<file path="config.mk">
export PLATFORM = sky130hd
export DESIGN_NAME = fft_radix2_core
export DESIGN_NICKNAME = d
export VERILOG_FILES = /design/src/rtl/fft_radix2_core.sv
export SDC_FILE = /design/constraint.sdc
export NUM_CORES = 1
export LEC_CHECK = 0
export BUFFER_PORTS_ARGS = -buffer_cell sky130_fd_sc_hd__buf_2
export CORE_UTILIZATION = 55
export CTS_BUF_LIST = sky130_fd_sc_hd__clkbuf_16
export CTS_CLUSTER_SIZE = 16
export DETAILED_ROUTE_END_ITERATION = 10
export GPL_TIMING_DRIVEN = 0
export MAX_ROUTING_LAYER = met4
export PLACE_DENSITY = 0.71
export SLEW_MARGIN = 0
export SYNTH_ARGS = -nofsm -noshare
export SYNTH_HDL_FRONTEND = slang
export SYNTH_SLANG_ARGS = --single-unit
export TNS_END_PERCENT = 20
</file>
<file path="constraint.sdc">
create_clock -name clk -period 26.6 [get_ports clk]
set_input_delay 3.99 -clock clk [delete_from_list [all_inputs] [get_ports clk]]
set_output_delay 3.99 -clock clk [all_outputs]
set_load 0.02 [all_outputs]
</file>
<file path="src/rtl/fft_radix2_core.sv">
// fft_radix2_core: in-place radix-2 DIT FFT/IFFT over N complex flop entries,
// bit-reversed load, one butterfly per cycle, natural-order unload.
module fft_radix2_core #(
    parameter int N_LOG2 = 3,
    parameter int DATA_W = 8,
    parameter int TW_W = 8
) (
    input  logic clk,
    input  logic rst_n,
    input  logic in_valid,
    output logic in_ready,
    input  logic [DATA_W-1:0] in_re,
    input  logic [DATA_W-1:0] in_im,
    input  logic inverse,
    output logic out_valid,
    input  logic out_ready,
    output logic [DATA_W-1:0] out_re,
    output logic [DATA_W-1:0] out_im,
    output logic [N_LOG2-1:0] out_idx,
    output logic busy
);
    localparam int N = 1 << N_LOG2;
    localparam int HW = N_LOG2 - 1;
    localparam int SW = $clog2(N_LOG2);
    localparam int PW = DATA_W + TW_W + 1;
    localparam int EW = DATA_W + 2;
    // cos(k*pi/32) * 2^24 for k = 0..16; every legal N samples this quarter wave
    localparam longint Q [17] = '{
        16777216, 16696429, 16454847, 16054795, 15500126, 14796184,
        13949745, 12968963, 11863283, 10643353, 9320922, 7908725,
        6420363, 4870169, 3273072, 1644455, 0
    };

    typedef enum logic [1:0] {LOAD, COMPUTE, UNLOAD} state_t;
    state_t state, state_nx;

    logic [N_LOG2-1:0] in_cnt, wa, bfw, hm, jj, aa, bb;
    logic [SW-1:0] stage;
    logic [HW-1:0] bf, tt;
    logic inv, last_stage, last_bf;
    logic signed [DATA_W-1:0] mem_re [N];
    logic signed [DATA_W-1:0] mem_im [N];
    logic signed [TW_W-1:0] rom_re [N/2];
    logic signed [TW_W-1:0] rom_im [N/2];
    logic signed [DATA_W-1:0] ar, ai, br, bi;
    logic signed [TW_W-1:0] wr, wi;
    logic signed [PW-1:0] pr_f, pi_f;
    logic signed [EW-1:0] pr, pi, s0r, s0i, s1r, s1i;

    for (genvar i = 0; i < N/2; i++) begin : g_rom
        localparam int U = i * 64 / N;
        localparam longint C = Q[U <= 16 ? U : 32 - U];
        localparam longint S = Q[U <= 16 ? 16 - U : U - 16];
        localparam longint CR = (C * (2 ** (TW_W - 2)) + 8388608) >>> 24;
        localparam longint SR = (S * (2 ** (TW_W - 2)) + 8388608) >>> 24;
        assign rom_re[i] = TW_W'(U > 16 ? -CR : CR);
        assign rom_im[i] = TW_W'(-SR);
    end

    // halve with floor, then clamp the DATA_W+2 intermediate back to DATA_W
    function automatic logic signed [DATA_W-1:0] sat(input logic signed [EW-1:0] v);
        logic signed [EW-1:0] h;
        h = v >>> 1;
        return (h[EW-1:DATA_W-1] == 3'b000 || h[EW-1:DATA_W-1] == 3'b111) ? h[DATA_W-1:0]
             : {h[EW-1], {(DATA_W-1){~h[EW-1]}}};
    endfunction

    always_comb begin
        wa = {<<{in_cnt}};
        bfw = {1'b0, bf};
        hm = N_LOG2'(1) << stage;
        jj = bfw & (hm - 1'b1);
        aa = ((bfw & ~(hm - 1'b1)) << 1) | jj;
        bb = aa | hm;
        tt = HW'(jj << (HW - 32'(stage)));
        ar = mem_re[aa];
        ai = mem_im[aa];
        br = mem_re[bb];
        bi = mem_im[bb];
        wr = rom_re[tt];
        wi = inv ? -rom_im[tt] : rom_im[tt];
        pr_f = PW'(br) * PW'(wr) - PW'(bi) * PW'(wi);
        pi_f = PW'(br) * PW'(wi) + PW'(bi) * PW'(wr);
        pr = EW'(pr_f >>> (TW_W - 2));
        pi = EW'(pi_f >>> (TW_W - 2));
        s0r = EW'(ar) + pr;
        s0i = EW'(ai) + pi;
        s1r = EW'(ar) - pr;
        s1i = EW'(ai) - pi;
    end

    assign last_stage = stage == SW'(N_LOG2 - 1);
    assign last_bf = last_stage && &bf;

    always_ff @(posedge clk or negedge rst_n)
        if (!rst_n) state <= LOAD;
        else state <= state_nx;

    always_comb begin
        state_nx = state;
        in_ready = state == LOAD;
        busy = state == COMPUTE;
        out_valid = state == UNLOAD;
        state_nx = state == LOAD ? (in_valid && &in_cnt ? COMPUTE : LOAD)
                 : state == COMPUTE ? (last_bf ? UNLOAD : COMPUTE)
                 : (out_ready && &out_idx ? LOAD : UNLOAD);
        out_re = out_valid ? mem_re[out_idx] : '0;
        out_im = out_valid ? mem_im[out_idx] : '0;
    end

    always_ff @(posedge clk or negedge rst_n)
        if (!rst_n) begin
            in_cnt <= '0;
            stage <= '0;
            bf <= '0;
            out_idx <= '0;
            inv <= 1'b0;
        end else begin
            if (state == LOAD && in_valid) begin
                in_cnt <= in_cnt + 1'b1;
                if (in_cnt == '0) inv <= inverse;
            end
            if (state == COMPUTE) begin
                bf <= bf + 1'b1;
                if (&bf) stage <= last_stage ? '0 : stage + 1'b1;
            end
            if (state == UNLOAD && out_ready) out_idx <= out_idx + 1'b1;
        end

    always_ff @(posedge clk or negedge rst_n)
        if (!rst_n) begin
            for (int k = 0; k < N; k++) begin
                mem_re[k] <= '0;
                mem_im[k] <= '0;
            end
        end else if (state == LOAD && in_valid) begin
            mem_re[wa] <= in_re;
            mem_im[wa] <= in_im;
        end else if (state == COMPUTE) begin
            mem_re[aa] <= sat(s0r);
            mem_im[aa] <= sat(s0i);
            mem_re[bb] <= sat(s1r);
            mem_im[bb] <= sat(s1i);
        end
endmodule

</file>
==> summary.md <==
| Metric | Value |
|---|---|
| Outcome | `finished with violations` |
| Failing checks | `max-capacitance violations, max-slew violations` |
| Cells after Synth | `~2500` |
| Reg2reg start | `stage[1]$_DFFE_PN0P_` |
| Worst hold path class | `flip-flop to flip-flop` |
| R2r endpoint | `mem_im[40]$_DFFE_PN0P_` |
| Core Footprint | `approximately 40000 µm²` |
| Hold Violations, Final | `0` |
| Routed len/inst | `approximately 32 µm` |
| Tcrit/Tclk final | `a little under three fifths` |
| Post-DP HPWL | `77.60 mm` |
| Max clock buf depth | `2` |
| Crit Path Max Fanout | `10` |
| CTS Hold Bufs | `0` |
| Die area | `40670 µm²` |
| I/O Buffers | `27` |
| Top post-synthesis cells by area | `fa_1 (23%), dfrtp_1 (16%), ha_1 (8.7%), inv_1 (7.1%), nor2_1 (4.3%)` |
| Synth unique cells | `between 90 and 100` |
| Critical path class | `flip-flop to flip-flop` |
| EDFF count, synth | `0` |
| Hold slack final | `0.5545 ns` |
| Layout cells sized above 1 | `6.385%` |
| Compound-Gate Fraction of Synth Area | `a little under a fifth` |
| Initial antenna violation count | `3` |
| Flop2flop setup slack | `11.83 ns` |
| CTS tree | `yes` |
| Element type at the critical path end | `flip-flop` |
| Slew Limit Fails | `11` |
| Critical path arrival | `15.06 ns` |
| Footprint of the multi-input gates | `between 15000 and 20000 µm²` |
| CP startpoint kind | `flip-flop` |
| Synth Area in Adders | `32.56%` |
| Fin util | `approximately 60%` |
| Reg2Reg Depth | `between 40 and 50` |
| Hold Crit Endpoint | `mem_re[14]$_DFFE_PN0P_` |
| Post-route ant nets | `0` |
| Final setup viols | `0` |
| First-pass GRT wire length | `145.3 mm` |
| Worst Skew | `around 0.015 ns` |
| Gr usage total | `around 52%` |
| Most used cell, CP | `nor2_1` |
| Post-Syn Area per Cell | `around 8.6 µm²` |
| Register area share after synthesis | `16.09%` |
| Layout area overhead | `6.990%` |
| Setup TNS | `0 ns` |
| FILL cells | `3375` |
| Reg clk slew, reported paths | `around 0.070 ns` |
| DRT Pass-1 Iters | `8` |
| Ports | `43` |
| Min-delay src | `mem_re[14]$_DFFE_PN0P_` |
| Seq cells post-synth | `about 140` |
| Post-Syn Nets | `~3000` |
| Num CTS Buffers | `17` |
| CP peak stage delay | `approximately 1.2 ns` |
| H-tree depth | `4` |
| RSZ-0062 raised after global routing | `no` |
| Global route total overflow | `0` |
| Worst slew margin | `-22.48%` |
| Final min period | `between 10 and 15 ns` |
| Via Count | `21720` |
| WP data required | `~27 ns` |
| Die X | `201.7 µm` |
| Pin count of the biggest net entering global routing | `74` |
| Post-cts resize count | `0` |
| Register area | `about 3500 µm²` |
| Post-Route WL | `100.9 mm` |
| Yosys top cell by area | `fa_1` |
| Top FF cell, synth | `dfrtp_1` |
| Std cell rows | `approximately 70` |
| Hold Path Stages | `1` |
| Drt initial violations | `3638` |
| Via density | `roughly 7.0` |
| Setup bufs post-CTS | `0` |
| XOR/XNOR Fraction of Synth Area | `under 10%` |
| Gp weighted congestion | `around 1.1` |
| Starting Density | `between 50% and 60%` |
| Post-synth ARST share | `100.0%` |
| Syn. warnings | `0` |
| Fmax | `67.71 MHz` |
| Main combinational cell family by area after synthesis | `adder cells` |
| Die Ht | `approximately 200 µm` |
| Worst slew pin tran | `between 1.5 and 2 ns` |
| Critical path's slowest cell | `nor3_1` |
| Synth Cell Area | `about 22000 µm²` |
| Number of global-route vias before repair | `roughly 22000` |
| Root Driver | `clkbuf_16` |
| Max Cap Viol | `5` |
| Clk sinks | `~140` |
| Final-stage net count | `between 3000 and 4000` |
| Synth top area share | `around a quarter` |
| Post-synthesis mux area share | `between 6 and 7%` |
| DRC | `0` |
| Post-Synth Simple-Gate Area | `13.34%` |
| Clk_lat worst skew | `approximately 0.47 ns` |
[worst max path at each step]
stage	start	slack (ns)	depth (start not counted)	to
floorplan	stage[1]$_DFFE_PN0P_	16.24	45	mem_im[46]$_DFFE_PN0P_
global placement	stage[1]$_DFFE_PN0P_	13.06	46	mem_im[13]$_DFFE_PN0P_
detailed placement	stage[1]$_DFFE_PN0P_	12.67	46	mem_im[13]$_DFFE_PN0P_
CTS	stage[1]$_DFFE_PN0P_	12.63	46	mem_im[13]$_DFFE_PN0P_
global route	stage[1]$_DFFE_PN0P_	11.71	45	mem_im[59]$_DFFE_PN0P_
finish	stage[1]$_DFFE_PN0P_	11.83	46	mem_im[40]$_DFFE_PN0P_
[routing by layer]
metal	GRT usage [%]	vias up	share of wire, %
met4	28.81	0	7.2
met1	65.13	10580	36
met2	69.36	1954	40
met5	-	-	0
li1	-	8710	-
met3	22.61	480	17
[layout make-up]
class / instances / area share, %
Antenna cell: 3 / 0.03200
Tap cell: 518 / 2.763
Sequential cell: 141 / 15.04
Clock inverter: 14 / 0.9227
Inverter: 415 / 6.640
Multi-Input combinational cell: 1841 / 69.48
Clock buffer: 17 / 1.813
Buffer: 138 / 2.363
Timing Repair Buffer: 34 / 0.9441
[critical path: cells and delay by family, from the launching register on]
kind | cells | cell delay (ns)
AND/OR/NAND/NOR | 11 | 3.32
XOR/XNOR | 2 | 0.34
AO/OA/AOI/OAI | 14 | 4.16
adder cells (fa/ha/maj) | 9 | 3.62
flip-flops | 1 | 0.42
buffers and inverters | 10 | 2.70
[cell usage in the layout (no fill, tap or decap), types with 68 or more instances in the layout]
cell type / instances
inv_1: 414
fa_1: 255
nor2_1: 253
nand2_1: 199
a21oi_1: 159
ha_1: 152
dfrtp_1: 141
clkbuf_1: 101
o22ai_1: 84
o21ai_0: 70
xnor2_1: 68
[metrics by stage]
stage	cells	instance area, µm²	setup slack [ns]
after global routing	3121	23460	11.71
final	3121	23460	11.83
after floorplan	2535	21930	16.24
after CTS	3114	23410	12.63
after global placement	3080	22710	13.06
after detailed placement	3083	22760	12.67
[flip-flops by register name, summed over array words and instances, names as in the netlist]
name / cells
mem_re: 64
mem_im: 64
in_cnt: 3
out_idx: 3
bf: 2
stage: 2
state: 2
inv: 1
[cells in the mapped netlist (6+ instances only)]
master and instances:
o32ai_1 7, buf_2 15, o22ai_1 84, xor2_1 21
maj3_1 12, buf_1 18, nor3_1 45, xnor2_1 68
mux2i_1 40, ha_1 152, o21ai_0 70, a221oi_1 50
clkbuf_1 101, o21bai_1 11, mux4_2 41, nand2b_1 22
a22oi_1 47, or2_2 6, nor2_1 253, and2_1 25
fa_1 255, a31oi_1 8, nand3_1 25, a21oi_1 159
or3_1 6, o221ai_1 20, o31ai_1 8, nor4_1 26
and3_1 11, nand2_1 199, o21ai_1 13, o22a_1 9
a221o_1 7, a21o_1 15, dfrtp_1 141, o21a_1 27
a211oi_1 7, inv_1 414
[kinds of logic after synthesis]
| family | after synthesis |
|---|---|
| and+or+nand+nor | 652 |
| AOI/OAI and AO/OA | 590 |
| buffers and inverters | 553 |
| adders and majority gates | 420 |
| DFF | 141 |
| xor gates and xnor gates | 94 |
| muxes | 85 |
Power is not shown: default switching activity piles up to over one toggle a cycle in this logic, so the estimate is an artifact.
